[config.mk]
export PLATFORM = sky130hd
export DESIGN_NAME = cpu_run_ctrl
export DESIGN_NICKNAME = d
export VERILOG_FILES = /design/src/rtl/cpu_seq_pkg.sv /design/src/rtl/cpu_run_ctrl_rise_detect.sv /design/src/rtl/cpu_run_ctrl.sv
export SDC_FILE = /design/constraint.sdc
export NUM_CORES = 1
export LEC_CHECK = 0
export ABC_CLOCK_PERIOD_IN_PS = 4700
export CAP_MARGIN = 20
export CORE_UTILIZATION = 45
export DETAILED_ROUTE_END_ITERATION = 7
export PLACE_DENSITY_LB_ADDON = 0.15
export SLEW_MARGIN = 20
export SYNTH_ARGS = -nofsm -noshare
export SYNTH_HDL_FRONTEND = slang
export SYNTH_HIERARCHICAL = 1
export SYNTH_SLANG_ARGS = --single-unit
[constraint.sdc]
create_clock -name clk -period 4.7 [get_ports clk]
set_input_delay 0.94 -clock clk [delete_from_list [all_inputs] [get_ports clk]]
set_output_delay 0.94 -clock clk [all_outputs]
set_load 0.05 [all_outputs]
[src/rtl/cpu_seq_pkg.sv]
// Shared constants for the CPU execution sequencer: FSM encoding and the
// retired-instruction counter width plus its saturating increment.
package cpu_seq_pkg;

   localparam logic [1:0] ST_IDLE  = 2'd0;
   localparam logic [1:0] ST_RUN   = 2'd1;
   localparam logic [1:0] ST_STEP  = 2'd2;
   localparam logic [1:0] ST_BREAK = 2'd3;

   localparam int                   RETIRED_W   = 16;
   localparam logic [RETIRED_W-1:0] RETIRED_MAX = 16'hFFFF;

   function automatic logic [RETIRED_W-1:0] sat_inc(input logic [RETIRED_W-1:0] v);
      return (v == RETIRED_MAX) ? v : v + RETIRED_W'(1);
   endfunction

endpackage

[src/rtl/cpu_run_ctrl_rise_detect.sv]
// Rising-edge detector for a level input synchronous to clk; the history
// register clears on reset.
module rise_detect (
   input  logic clk,
   input  logic reset,
   input  logic d,
   output logic rise
);

   logic r_q;

   always_ff @(posedge clk or posedge reset) begin
      if (reset) r_q <= 1'b0;
      else       r_q <= d;
   end

   assign rise = d & ~r_q;

endmodule

[src/rtl/cpu_run_ctrl.sv]
// Execution sequencer: turns run/step/halt requests and a PC breakpoint into a
// one-cycle commit enable. Optional macro HALT_OPCODE_EN stops on HALT_INSN.
module cpu_run_ctrl
   import cpu_seq_pkg::*;
#(
   parameter int         DIV       = 25000000,
   parameter int         CW        = 25,
   parameter logic [7:0] HALT_INSN = 8'hFF
) (
   input  logic                 clk,
   input  logic                 reset,
   input  logic                 run_req,
   input  logic                 step_req,
   input  logic                 halt_req,
   input  logic [7:0]           pc,
   input  logic [7:0]           instruction,
   input  logic [7:0]           bp_addr,
   input  logic                 bp_valid,
   output logic                 pc_en,
   output logic [1:0]           state,
   output logic [RETIRED_W-1:0] retired,
   output logic                 at_bp
);

   localparam logic [CW-1:0] TICK_CNT = CW'(DIV - 1);

   logic [1:0]           r_state;
   logic [CW-1:0]        r_cnt;
   logic                 r_pc_en;
   logic                 r_bp_skip;
   logic [RETIRED_W-1:0] r_retired;

   logic       w_rise_run;
   logic       w_rise_step;
   logic       w_tick;
   logic       w_bp_hit;
   logic       w_halt_op;
   logic [1:0] w_next_state;
   logic       w_next_pc_en;
   logic       w_next_skip;
   logic       w_cnt_clr;

   rise_detect u_run_rise (
      .clk   (clk),
      .reset (reset),
      .d     (run_req),
      .rise  (w_rise_run)
   );

   rise_detect u_step_rise (
      .clk   (clk),
      .reset (reset),
      .d     (step_req),
      .rise  (w_rise_step)
   );

`ifdef HALT_OPCODE_EN
   assign w_halt_op = (instruction == HALT_INSN);
`else
   logic w_unused_insn;
   assign w_unused_insn = ^(instruction ^ HALT_INSN);
   assign w_halt_op     = 1'b0;
`endif

   assign w_tick   = (r_state == ST_RUN) && (r_cnt == TICK_CNT);
   assign w_bp_hit = bp_valid && (pc == bp_addr) && !r_bp_skip;

   // The commit decision is made one cycle ahead and registered, so pc_en is
   // high in the cycle after the tick (or in the single STEP cycle).
   always_comb begin
      w_next_state = r_state;
      w_next_pc_en = 1'b0;
      w_next_skip  = r_bp_skip;
      w_cnt_clr    = 1'b0;
      if (halt_req) begin
         w_next_state = ST_IDLE;
         w_next_skip  = 1'b0;
         w_cnt_clr    = 1'b1;
      end else begin
         case (r_state)
            ST_IDLE: begin
               if (w_rise_run) begin
                  w_next_state = ST_RUN;
                  w_cnt_clr    = 1'b1;
               end else if (w_rise_step) begin
                  w_next_state = ST_STEP;
                  w_next_pc_en = !w_halt_op;
               end
            end
            ST_RUN: begin
               if (w_tick) begin
                  if (w_bp_hit) begin
                     w_next_state = ST_BREAK;
                  end else if (w_halt_op) begin
                     w_next_state = ST_IDLE;
                     w_cnt_clr    = 1'b1;
                  end else begin
                     w_next_pc_en = 1'b1;
                     w_next_skip  = 1'b0;
                  end
               end
            end
            ST_STEP: begin
               w_next_state = ST_IDLE;
               w_next_skip  = 1'b0;
            end
            ST_BREAK: begin
               // Resuming sets bp_skip so the breakpointed instruction commits.
               if (w_rise_run) begin
                  w_next_state = ST_RUN;
                  w_next_skip  = 1'b1;
                  w_cnt_clr    = 1'b1;
               end else if (w_rise_step) begin
                  w_next_state = ST_STEP;
                  w_next_pc_en = !w_halt_op;
               end
            end
            default: w_next_state = ST_IDLE;
         endcase
      end
   end

   always_ff @(posedge clk or posedge reset) begin
      if (reset) begin
         r_state   <= ST_IDLE;
         r_pc_en   <= 1'b0;
         r_bp_skip <= 1'b0;
      end else begin
         r_state   <= w_next_state;
         r_pc_en   <= w_next_pc_en;
         r_bp_skip <= w_next_skip;
      end
   end

   always_ff @(posedge clk or posedge reset) begin
      if (reset)                               r_cnt <= '0;
      else if (w_cnt_clr || r_state != ST_RUN) r_cnt <= '0;
      else if (w_tick)                         r_cnt <= '0;
      else                                     r_cnt <= r_cnt + CW'(1);
   end

   always_ff @(posedge clk or posedge reset) begin
      if (reset)      r_retired <= '0;
      else if (pc_en) r_retired <= sat_inc(r_retired);
   end

   assign pc_en   = r_pc_en & ~halt_req;
   assign state   = r_state;
   assign retired = r_retired;
   assign at_bp   = (r_state == ST_BREAK);

endmodule

==> metrics.cfg <==
[run_status]
outcome=complete, no violations

[worst_hold_path]
hold_path.class=reg -> reg

[routing]
first_pass_iters=4
drc=0
routedWlPerCell_um=12.9
avgViaCountPerCell=5.07
ant_nets=0
wirelength_mm=4.55
drt_iter0_drc=58
vias=1788

[critical_path]
critPathArrivalTime_ns=2.57
crit_path_frequent_cell=clkdlybuf4s50_1
worst-path-max-fanout=6
path_buf_inv=3
cp-start-kind=input port
crit_path_top_delay_cell=clkdlybuf4s50_1
critPathMaxStageDelay_ns=0.79
worstPathRequired_ns=3.76
worstSetupEndpointType=primary output
path_class=in -> out
critPathTopFamily=buffers and inverters
cp_cell_sequence=clkdlybuf4s50_1 -> nand2b_1 -> inv_1 -> clkdlybuf4s50_1

[placement]
hpwl_mm=3.35
io_buffers=41
gp_congestion=0.763

[logic_synthesis]
synth_ff_type=dfrtp_1
synth_area_leaders=dfrtp_1 46%, xnor2_1 9.0%, xor2_1 6.9%
ys_ff_latch=47
syn_inst=235
ys_top_cells_by_count=47 x dfrtp_1, 34 x nor2_1, 26 x xnor2_1
yosys_warnings=6
synthDominantCellAreaShare=0.463
synth_edf_count=0
yosys.area.top_type=dfrtp_1
syn-num-nets=270
async_flop_share=1.00
synth_area_mm2=0.00254
yosysMostFrequentCell=dfrtp_1
syn_area_per_cell_um2=10.8
yosysSeqAreaShare=0.463
ys_types=40

[sta]
worst_pin_slew_ns=0.710
slew-limit-headroom=0.525
fin_crit_ns=3.51
final_hold_viol_count=0
skew_ns=0.00608
finalMaxSlewViolations=0
rsz0062_at_grt=false
setup_violations=0
whs_ns=0.458
fin_setup_tns_ns=0
fmax_mhz=285
min_period_over_period=0.747

[global_routing]
use_met2=0.280
grt_start_max_net_pins=46
use_met3=0.0464
grt-ovfl-total=0
track_usage=0.176
grt_pass1_wl_mm=8.27
met1_usage=0.233
grt_pass1_vias=1788
busiest_layer=met2
antenna_found_initial=0

[clock_tree]
cts.hold.buffers_added=0
clock-sinks=47
cts.root.buffer_cell=clkbuf_8
ctsLongestPathBuffers=2
postCtsSetupBuffers=0
clk-insertion-delay-late_ns=0.30
cts_resized=0
numCtsBuffers=5
cts_max_level=2
cts.reportedPaths.clkPinSlew_ns=0.09
tritoncts=yes

[final_layout]
finalNetCount=317
fill_cells=468
layout-drive-gt1-share=0.124
register_area_mm2=0.00118
multi_input_area_mm2=0.00131
area_delta_synth_final_pct=24.9
antennaDiodeCount=0

[power_and_ir_drop]
p_per_area_mw_per_mm2=357
ir_drop_mv=0.269
p_leak_nw=1.37

[floorplanning]
core_mm2=0.00527
start_util=0.482
io_pins=50
die_h_um=77.1
die_x_um=77.1
num_rows=26
die-area_mm2=0.00595

[run]
drv_cap=0

## cells by family (layout without fill, tap and decap cells)
group / Yosys count / after routing / share of synthesized area
xor gates and xnor gates: 46 / 46 / 0.159
and+or+nand+nor: 110 / 110 / 0.283
DFF: 47 / 47 / 0.463
adders and majority gates: 5 / 5 / 0.0246
buffers and inverters: 14 / 62 / 0.0217
muxes: 2 / 2 / 0.00837
AOI/OAI and AO/OA: 11 / 11 / 0.0404
## layout make-up
class / count / area share
Clock inverter: 3 / 0.0213
Sequential cell: 47 / 0.371
Multi-Input combinational cell: 174 / 0.413
Timing Repair Buffer: 42 / 0.132
Inverter: 12 / 0.0142
Clock buffer: 5 / 0.0217
Tap cell: 70 / 0.0276
## per-stage QoR
step	setup slack [ns]	utilization	total power (W)	instances	cell area [um2]
CTS	1.17	0.602	0.00115	353	3170
global placement	1.18	0.576	0.000787	345	3040
floorplan	2.29	-	0.000693	235	2540
detailed placement	1.17	0.576	0.000790	345	3040
global route	1.08	0.602	0.00119	353	3170
finish	1.19	0.602	0.00113	353	3170
## power by group
part	total, W	internal [W]	switching, W
clock network	0.000353	0.000212	0.000141
registers	0.000465	0.000429	0.0000362
logic	0.000314	0.000121	0.000193
total	0.00113	0.000762	0.000371
## routing by layer
metal  wire, um  up-vias
met2       2120       38
li1           -      889
met1       2210      856
met4         53        0
met5          0        -
met3        171        5
## flip-flops by register name (all words and copies together), names as in the netlist
| name | flops |
|---|---|
| u_run_rise/r_q | 1 |
| state | 2 |
| u_step_rise/r_q | 1 |
| retired | 16 |
| r_pc_en | 1 |
| r_cnt | 25 |
| r_bp_skip | 1 |
## cells in the final DEF (no fill, tap or decap), drive strengths merged, types with 2 or more instances in the layout
cell / netlist / routed
xnor2: 26 / 26
and2: 2 / 2
nor4: 5 / 5
nor3: 3 / 3
and4: 2 / 2
and3: 8 / 8
nor2b: 2 / 2
clkdlybuf4s50: 0 / 41
nand4: 10 / 10
dfrtp: 47 / 47
ha: 5 / 5
a21oi: 5 / 5
nand2: 20 / 20
bufinv: 0 / 2
clkbuf: 0 / 5
xor2: 20 / 20
nand3: 12 / 12
nor4b: 3 / 3
inv: 12 / 11
nor2: 36 / 36
o2bb2ai: 2 / 2
## final timing paths
path | end | slack (ns) | startpoint | depth (start not counted)
worst min-delay path | r_cnt[0]$_DFF_PP0_ | 0.46 | r_cnt[0]$_DFF_PP0_ | 1
worst max register to register | r_cnt[23]$_DFF_PP0_ | 2.58 | state[1]$_DFFE_PP0P_ | 7
min in group asynchronous | u_run_rise/r_q$_DFF_PP0_ | 0.82 | reset | 2
max in group asynchronous | r_bp_skip$_DFFE_PP0P_ | 3.18 | reset | 3
worst min register to register | r_cnt[0]$_DFF_PP0_ | 0.46 | r_cnt[0]$_DFF_PP0_ | 1
worst max-delay path | pc_en | 1.19 | halt_req | 4
Power figures use the tool's default switching activity.
